`config.mk`:
```
export PLATFORM = sky130hd
export DESIGN_NAME = mem_port_arbiter
export DESIGN_NICKNAME = d
export VERILOG_FILES = /design/src/rtl/mem_port_arbiter.sv
export SDC_FILE = /design/constraint.sdc
export NUM_CORES = 1
export LEC_CHECK = 0
export ABC_AREA = 1
export BUFFER_PORTS_ARGS = -buffer_cell sky130_fd_sc_hd__buf_2
export CORE_AREA = 2 2 97 99
export CTS_CLUSTER_DIAMETER = 80
export DETAILED_ROUTE_END_ITERATION = 10
export DIE_AREA = 0 0 99 101
export GPL_TIMING_DRIVEN = 0
export PLACE_DENSITY = 0.76
export SYNTH_ARGS = -nofsm -noshare
export SYNTH_HDL_FRONTEND = slang
export SYNTH_SLANG_ARGS = --single-unit
```
`constraint.sdc`:
```
create_clock -name clk -period 1.2 [get_ports clk]
set_input_delay 0.24 -clock clk [delete_from_list [all_inputs] [get_ports clk]]
set_output_delay 0.24 -clock clk [all_outputs]
set_load 0.01 [all_outputs]
```
`src/rtl/mem_port_arbiter.sv`:
```
// Round-robin arbiter sharing one single-port synchronous word memory between an instruction
// fetch port (I) and a load/store port (D). One access in flight: IDLE -> ISSUE -> RESP.
module mem_port_arbiter #(
  parameter int unsigned AW = 8
) (
  input  logic          clk,
  input  logic          reset,
  input  logic          i_req,
  input  logic [31:0]   i_addr,
  output logic [31:0]   i_rdata,
  output logic          i_ack,
  input  logic          d_req,
  input  logic [31:0]   d_addr,
  input  logic [3:0]    d_wmask,
  input  logic [31:0]   d_wdata,
  output logic [31:0]   d_rdata,
  output logic          d_ack,
  output logic [AW-1:0] mem_addr,
  output logic          mem_ren,
  output logic [3:0]    mem_wmask,
  output logic [31:0]   mem_wdata,
  input  logic [31:0]   mem_rdata
);

  typedef enum logic [1:0] {StIdle, StIssue, StResp} state_e;

  state_e state_q;
  logic   last_d_q;   // 1: most recent grant went to D
  logic   owner_d_q;  // 1: access in flight belongs to D
  logic   i_ack_q;
  logic   d_ack_q;
  logic   grant_any;
  logic   grant_d;

  // D wins only if I is idle or I had the previous grant.
  always_comb begin
    grant_any = i_req | d_req;
    grant_d   = d_req & (~i_req | ~last_d_q);
  end

  always_ff @(posedge clk) begin
    if (reset) begin
      state_q   <= StIdle;
      last_d_q  <= 1'b1;
      owner_d_q <= 1'b0;
      i_ack_q   <= 1'b0;
      d_ack_q   <= 1'b0;
      mem_addr  <= '0;
      mem_ren   <= 1'b0;
      mem_wmask <= 4'b0000;
      mem_wdata <= '0;
    end else begin
      unique case (state_q)
        StIdle: begin
          if (grant_any) begin
            owner_d_q <= grant_d;
            last_d_q  <= grant_d;
            if (grant_d) begin
              mem_addr  <= d_addr[AW+1:2];
              mem_ren   <= (d_wmask == 4'b0000);
              mem_wmask <= d_wmask;
              mem_wdata <= d_wdata;
            end else begin
              mem_addr  <= i_addr[AW+1:2];
              mem_ren   <= 1'b1;
              mem_wmask <= 4'b0000;
            end
            state_q <= StIssue;
          end
        end
        StIssue: begin
          mem_ren   <= 1'b0;
          mem_wmask <= 4'b0000;
          i_ack_q   <= ~owner_d_q;
          d_ack_q   <= owner_d_q;
          state_q   <= StResp;
        end
        StResp: begin
          i_ack_q <= 1'b0;
          d_ack_q <= 1'b0;
          state_q <= StIdle;
        end
        default: state_q <= StIdle;
      endcase
    end
  end

  // Reset during RESP suppresses the ack in that same cycle; the access is abandoned.
  always_comb begin
    i_ack   = i_ack_q & ~reset;
    d_ack   = d_ack_q & ~reset;
    i_rdata = i_ack ? mem_rdata : 32'h0;
    d_rdata = d_ack ? mem_rdata : 32'h0;
  end

  logic unused_addr_bits;
  assign unused_addr_bits = ^{i_addr[31:AW+2], i_addr[1:0], d_addr[31:AW+2], d_addr[1:0]};

endmodule
```
=== After elaboration in Yosys (flattened, before gate mapping) ===
Cells that the tools add are included.

* Latch bits: 0
* Input port bits: 136
* Memory bits (read-only): 0
* Memories kept: 0
* Word-level logic and storage cells: 41
* RAM bits: 0
* Flip-flop bits (word level): 51

* Muxes and demuxes: 13
* Bitwise operators: 9
* Reduce and logical (&&, ||, !) cells: 7
* Multiply operators: 0
* Shifts and indexed selects: 0
* $lt $le $gt $ge: 0
* Div/mod/pow operators: 0
* Add/sub/neg operators: 0
* Equality and inequality tests: 3

{| class="wikitable"
|+ Operators with widths
! operator !! number
|-
| two-way mux 32 bit || 2
|-
| two-way mux 4 bit || 2
|-
| two-way mux 8 bit || 1
|-
| case mux 4 bit (2 select lines) || 1
|-
| case mux 1 bit (2 select lines) || 3
|-
| logical NOT 4 bit || 1
|-
| NOT 1 bit || 4
|-
| case mux 2 bit (2 select lines) || 1
|-
| AND reduction 2 bit || 2
|-
| nonzero test 2 bit || 2
|-
| bitwise AND 1 bit || 3
|-
| AND reduction 3 bit || 1
|-
| equality test 2 x 1 -> 1 bit, second input constant || 1
|-
| equality test 2 bit, second input constant || 1
|-
| logical NOT 2 bit || 1
|-
| two-way mux 1 bit || 2
|-
| two-way mux 2 bit || 1
|-
| != test 2 bit, second input constant || 1
|-
| bitwise OR 1 bit || 2
|}

=== Longest topological paths before layout ===
Gate-level depths: netlist of the first run.

* Word-level depth: 6
* Mapped depth: 9
* Mapped depth without buffers: 7

=== Worst setup path before layout of the first run ===
Ideal clock, no wire load.

* Path type: register to register
* Start point: register state_q[0]
* End point: register mem_addr[3]
* Cell stages (with the launch flop): 10
* Slack: -0.131 ns
* Clock period less this slack: 1.331 ns
* Arrival: 1.214 ns
* Buffers on the path: 2
* Setup time: 0.117 ns
* Required time: 1.083 ns
* Path through: dfxtp_1 > inv_1 > ha_1 > buf_4 > inv_2 > nor2_8 > buf_6 > nand2_1 > a21oi_1 > nor2_1

* Longest elaborated chain between the ends: 2

{| class="wikitable"
|+ RTL lines
! item !! RTL line !! source
|-
| from (decl) || 27 || <nowiki>state_e state_q;</nowiki>
|-
| from (signal assigned) || 43 || <nowiki>state_q <= StIdle;</nowiki>
|-
| from (signal assigned) || 68 || <nowiki>state_q <= StIssue;</nowiki>
|-
| from (signal assigned) || 76 || <nowiki>state_q <= StResp;</nowiki>
|-
| logical NOT 2 bit || 53 || <nowiki>unique case (state_q)</nowiki>
|-
| AND reduction 2 bit (no line) || -- ||
|-
| to (signal assigned) || 59 || <nowiki>mem_addr <= d_addr[AW+1:2];</nowiki>
|-
| to (signal assigned) || 64 || <nowiki>mem_addr <= i_addr[AW+1:2];</nowiki>
|-
| to (decl) || 18 || <nowiki>output logic [AW-1:0] mem_addr,</nowiki>
|}

No other way between the ends.
A chain may end at the register's enable or synchronous reset.

=== Worst setup path after layout of the first run ===
* Start point: register d_ack_q
* End point: output port d_rdata[4]

* Longest elaborated chain between the ends: 2

{| class="wikitable"
|+ RTL lines
! item !! RTL line !! source
|-
| from (decl) || 31 || <nowiki>logic d_ack_q;</nowiki>
|-
| from (signal assigned) || 75 || <nowiki>d_ack_q <= owner_d_q;</nowiki>
|-
| bitwise AND 1 bit || 91 || <nowiki>d_ack = d_ack_q & ~reset;</nowiki>
|-
| two-way mux 32 bit || 93 || <nowiki>d_rdata = d_ack ? mem_rdata : 32'h0;</nowiki>
|-
| to (decl) || 16 || <nowiki>output logic [31:0] d_rdata,</nowiki>
|}

No other way between the ends.

==> impl_results.md, run 1 <==
* Status: finished with violations
* Failing checks: negative setup slack
* Root buf cell: clkbuf_8
* Worst rel slew slack at 52.0%
* Kind of critical path: register to output pin
* Area leader, netlist: dfxtp_1
* Avg Inst Size Synth at 6.68 µm²
* R2R cell count at 9
* Layout net count at 750
* Total congestion overflow at 0
* Register area share after synthesis at just over 40%
* Endpoint class of the critical path: output pin
* Vias in the first global route at 2932
* Finished Core Util at 58.0%
* Critical path origin: d_ack_q$_SDFFE_PP0P_
* Total Power at 5.14 mW
* Crit path DAT at roughly 1.2 ns
* Max clock buf depth at 2
* CTS Hold Bufs at 0
* Worst vdd ir at 0.000814 V
* Top-count cell post-synth: nor2_1
* Die X at 99 µm
* Post-synth EDFFs at 0
* Post-Syn Nets at 509
* H-tree Lvls at 2
* Synth Warn # at 0
* Hold path endpoint: mem_addr[1]$_SDFFE_PP0P_
* Antenna cells at 0
* Initial core utilization at 27.5%
* Final WL at 10.2 mm
* Ports at about 250
* Final min period at around 1.4 ns
* Synth Instances at 370
* Final worst slack at -0.192 ns
* Worst-Skew Late Latency at 0.31 ns
* Cell area power density at roughly 990 nW/µm²
* Final Hold Fails at 0
* RSZ-0062 raised after global routing: true
* Yosys reg bits at 51
* Worst-path clk slew at approximately 0.10 ns
* Drt wl/cell at ~14 µm
* GP Congestion at 0.707
* Routed Antenna Nets at 0
* Asr flop ratio synth at 0%
* Global-route wire length before repair at approximately 13 mm
* Residual DRC at 0
* Nature of the critical path startpoint: register
* Cells after DPL at 678
* Final Max Slew Viols at 0
* Largest net degree at the start of global routing at 17
* Worst reg2reg path startpoint: state_q[1]$_SDFFE_PP0P_
* Synth top area share at 41.3%
* DRT Pass-1 Iters at 4
* Area grow syn2layout at 111%
* Die area at 10000 µm²
* Max Clk Rate at 0.719 GHz
* Required @ worst endpoint at between 0.9 and 1 ns
* Cell Area, Placed at approximately 3600 µm²
* CTS tree: built
* Final setup vio count at 104
* HP Start: d_addr[3]
* CTS buffer count at 5
* Finished Cell Area at 5210 µm²
* Worst-margin pin slew at 0.720 ns
* Post-synth top cells: nor2_1 (80), nand2_1 (65), dfxtp_1 (51), a21oi_1 (47), nand3_1 (41)
* Initial antenna violation count at 0
* Total clock sinks at 51
* Final worst-path cycle share at 116%
* Min-delay worst type: input pin to register
* Via Count at approximately 3.4k
* Initial DRC count at 91
* IO buf count at 197
* Die Height at 101 µm
* Synth cell types at 21
* CORE AREA at around 9000 µm²
* CP max FO at 6
* Dominant cells by area after synthesis: dfxtp_1 (41%), nor2_1 (12%), nand2_1 (9.9%)
* Setup Skew at roughly 0.011 ns
* Worst reg-to-reg setup slack at -0.17 ns
* Vias/cell at 4.66
* Rows at 35
* Synth Flop Type: dfxtp_1
* GRT Total Usage at between 10% and 20%
* Lkg Pwr at 2.60 nW
* Mapped Area at between 2000 and 2500 µm²
* Hold WS at 0.161 ns
* Fraction of layout cells with a size suffix above 1 at 69.3%
* Max_cap viols at 0
* Hold path depth at 3
* Post-DP HPWL at 6.47 mm
* Reg2reg end: mem_addr[4]$_SDFFE_PP0P_
* Layout Cells excl Fill at 723
[through the flow]
step	TNS [ns]	setup slack (ns)
detailed placement	-31.76	-0.516
CTS	-12.85	-0.207
global route	-18.11	-0.241
global placement	-27.34	-0.467
finish	-12.15	-0.192
floorplan	-0.0399	-0.0200
[power by group]
part	switching (mW)	leakage [nW]	internal, mW
combinational	1.04	2.13	0.971
clock	0.581	0.0581	0.622
sequential	0.0958	0.419	1.83
[state kept, by name (all words and copies together) (netlist names)]
register / cells
i_ack_q: 1
mem_ren: 1
state_q: 2
d_ack_q: 1
mem_addr: 8
last_d_q: 1
owner_d_q: 1
mem_wmask: 4
mem_wdata: 32
[critical path: stages, from the launching register on]
cell and delay (ns):
dfxtp_4 0.39, nand2_8 0.08, buf_6 0.15, nor2_1 0.09, buf_2 0.14
[worst max path at each step]
| stage | slack [ns] | to | depth (start not counted) |
|---|---|---|---|
| CTS | -0.21 | d_rdata[26] | 4 |
| finish | -0.19 | d_rdata[4] | 4 |
| global placement | -0.47 | d_rdata[16] | 6 |
| global route | -0.24 | d_rdata[10] | 4 |
| detailed placement | -0.52 | d_rdata[16] | 6 |
| floorplan | -0.02 | mem_addr[3]$_SDFFE_PP0P_ | 9 |
[cell type report]
type                            instances  area [µm²]
Inverter                               42         181
Multi-Input combinational cell        254        1910
Sequential cell                        51        1030
Timing Repair Buffer                  235        1590
Clock buffer                            5        68.8
Buffer                                 22         243
Tap cell                              111         139
Fill cell                             750        3770
Clock inverter                          3        43.8
[repair_timing]
item | CTS | global route
endpoints found under the setup margin | 110 | 115
hold endpoints to repair | 0 | 0
resized for setup | 86 | 200
gates cloned | 9 | 5
buffers inserted | 16 | 12
pin swaps | 25 | 53
[cells by family (layout without fill, tap and decap cells)]
group / count (synthesis) / after routing / synth area share (%)
AOI/OAI and AO/OA: 59 / 60 / 12.4
adders and majority gates: 3 / 3 / 1.52
buffers and inverters: 67 / 307 / 12.3
DFF: 51 / 51 / 41.3
and+or+nand+nor: 190 / 191 / 32.5
[layer usage]
metal | up-vias | wire [µm] | GRT usage, %
met2 | 131 | 5660 | 32.5
met1 | 1585 | 3740 | 16.4
li1 | 1643 | - | -
met5 | - | 0 | 0
met4 | 0 | 131 | 4.43
met3 | 12 | 698 | 3.61
[placed cells by master, fill, tap and decap left out, types with 2 or more instances in the layout]
master	Yosys	routed
o21ai_2	1	2
nand2_4	0	23
buf_2	10	178
clkbuf_8	0	5
nand3_1	41	18
nand2_2	1	9
inv_2	1	2
clkbuf_16	0	5
clkbuf_1	6	4
dfxtp_1	51	46
nor2_1	80	35
buf_4	8	16
nor2_4	0	22
buf_8	0	9
buf_6	1	41
nor2_2	1	24
o21ai_4	0	2
nand2_1	65	34
a21oi_2	0	41
a21oi_1	47	6
nand2_8	1	2
dfxtp_2	0	4
nand3_2	0	22
buf_12	0	3
o21ai_0	9	6
inv_1	40	36
clkinv_4	0	2
(Power assumes the default switching activity.)
==> inputs of run 2 (changes only) <==
==> constraint.sdc (replaced) <==
create_clock -name clk -period 1.2 [get_ports clk]
set_input_delay 0.12 -clock clk [delete_from_list [all_inputs] [get_ports clk]]
set_output_delay 0.12 -clock clk [all_outputs]
set_load 0.01 [all_outputs]
==> run 2 against run 1 <==
  * The run still ends with negative setup slack left
  * Non-clock buffer count is 9 lower
  * Final cell count shrank 1.2%
  * Design area shrank 8.5%
  * Register-to-register slack better by 0.07 ns
==> impl_results.md, run 2 (synthesis results as in run 1) <==
* Status: finished with violations
* Failing checks: negative setup slack
* Total congestion overflow at 0
* Commonest non-fill, non-tap cell in the layout: buf_2
* CTS buffer count at 5
* Min-delay worst type: input pin to register
* Required @ worst endpoint at 1.08 ns
* Global-route wire length before repair at ~12 mm
* Residual DRC at 0
* Psw at 1.54 mW
* Worst rel slew slack at 63.4%
* Max clock buf depth at 2
* CTS tree: built
* Initial antenna violation count at 0
* Worst-path clk slew at 0.09 ns
* Max_cap viols at 0
* Final WL at 9.65 mm
* Vias/cell at 4.60
* Worst-Skew Late Latency at approximately 0.3 ns
* Rows at 35
* Area grow syn2layout at 92.8%
* H-tree Lvls at 2
* Fill cells at 810
* Max Clk Rate at 0.756 GHz
* Die area at approximately 10000 µm²
* Register area at slightly above 1000 µm²
* Hold WS at 0.0412 ns
* Multi-input logic area at 1550 µm²
* Vias in the first global route at 2772
* Biggest regs: mem_wdata x32, mem_addr x8, mem_wmask x4
* IO buf count at 197
* Die X at 99 µm
* Slowest-stage cell, CP: dfxtp_4
* Largest net degree at the start of global routing at 17
* Worst path bufs/invs at 2
* Clk pwr share at 24.9%
* Max reg flops at 32
* Final Hold Fails at 0
* CP top delay family: flip-flops
* GRT Total Usage at 14.9%
* Nature of the critical path startpoint: register
* Routed Antenna Nets at 0
* Setup Skew at 0.00952 ns
* Final worst-path cycle share at 110%
* Kind of critical path: register to output pin
* CORE AREA at ~9000 µm²
* Crit-path cells: nand2_8, clkbuf_16, nor2_1, buf_2
* Via Count at 3281
* Sequential share of power at 39.8%
* RSZ-0062 raised after global routing: true
* CP max FO at 5
* Sw Share at 32.1%
* Cell area power density at 1010 nW/µm²
* Initial DRC count at 82
* Post-DP HPWL at 6.47 mm
* Worst-margin pin slew at around 0.55 ns
* Final min period at approximately 1.3 ns
* Worst reg-to-reg setup slack at -0.10 ns
* Final worst slack at -0.122 ns
* Total clock sinks at 51
* Root buf cell: clkbuf_8
* Fin Setup TNS at -4.85 ns
* Die Height at 101 µm
* Final setup vio count at 91
* Lkg Pwr at 2.43 nW
* Antenna cells at 0
* Largest reg by FF count: mem_wdata
* Int Pwr at 3.26 mW
* Endpoint class of the critical path: output pin
* Drt wl/cell at 13.5 µm
* Commonest cells after routing, fill and taps aside: buf_2 (171), nand2_1 (61), dfxtp_1 (47)
* Comb pwr share at 35.3%
* Fraction of layout cells with a size suffix above 1 at 56.7%
* Worst vdd ir at roughly 0.00077 V
* Layout net count at 741
* Ports at ~250
* Initial core utilization at 27.5%
* Crit path DAT at 1.20 ns
* GP Congestion at 0.707
* Final Max Slew Viols at 0
* DRT Pass-1 Iters at 4
* Slowest cell delay on critical path at 0.40 ns
==> run 2: cell types whose count changed in the layout (fill, tap and decap cells not counted), sizes merged <==
cell    previous run  this run
inv               39        41
clkinv             4         2
nand2             68        69
clkbuf            14        19
o21ai             11        10
buf              248       234
==> run 2: layout make-up <==
type | count | share of cell area (%)
multi-input cells | 254 | 32.6
repair buffers | 223 | 31.5
flip-flops and latches | 51 | 21.7
plain buffers | 25 | 5.28
inverters | 42 | 3.76
well taps | 111 | 2.92
clock buffers | 5 | 1.45
clock inverters | 3 | 0.920
==> run 2: worst register-to-register path, stage by stage, from the launching register on <==
cell     delay [ns]
dfxtp_2        0.33
inv_2          0.07
ha_4           0.14
buf_12         0.14
inv_8          0.05
nor2_8         0.12
buf_6          0.14
nand2_2        0.05
a21oi_2        0.11
nor2_2         0.05
==> run 2: final timing paths <==
kind                              start                         end  depth (start not counted)
max                i_ack_q$_SDFFE_PP0P_                 i_rdata[11]                          4
max reg2reg     state_q[1]$_SDFFE_PP0P_    mem_addr[4]$_SDFFE_PP0P_                          9
min                           d_addr[3]    mem_addr[1]$_SDFFE_PP0P_                          3
min reg2reg  mem_wdata[30]$_SDFFE_PP0P_  mem_wdata[30]$_SDFFE_PP0P_                          2
==> run 2: what timing repair did <==
item / CTS / global route
hold buffers: 0 / 0
pin swaps: 8 / 10
gates resized for setup: 44 / 137
buffers inserted: 8 / 9
gates cloned: 2 / 9
setup endpoints to repair: 107 / 107
==> run 2: metal layers <==
layer | vias up | GRT usage, % | routed length, µm
li1 | 1626 | - | -
met1 | 1508 | 15.3 | 3680
met2 | 137 | 29.6 | 5140
met3 | 10 | 3.68 | 724
met4 | 0 | 4.43 | 105
met5 | - | 0 | 0
==> run 2: metrics by stage <==
stage	total power, mW	area, µm²	setup WS, ns	util, %	std cells
3_3_place_gp	3.07	3620	-0.227	40.4	678
3_5_place_dp	3.10	3620	-0.276	40.4	678
2_1_floorplan	2.62	2500	-0.0200	-	370
4_1_cts	4.42	3940	-0.0994	43.8	696
5_1_grt	5.06	4760	-0.172	53.0	714
6_report	4.80	4760	-0.122	53.0	714
==> run 2: power by group through the flow <==
| stage | combinational, mW | sequential, mW | clock, mW |
|---|---|---|---|
| global placement | 1.14 | 1.93 | 0 |
| floorplan | 0.637 | 1.98 | 0 |
| CTS | 1.28 | 1.90 | 1.24 |
| detailed placement | 1.17 | 1.93 | 0 |
| finish | 1.70 | 1.91 | 1.20 |
| global route | 1.85 | 1.93 | 1.29 |
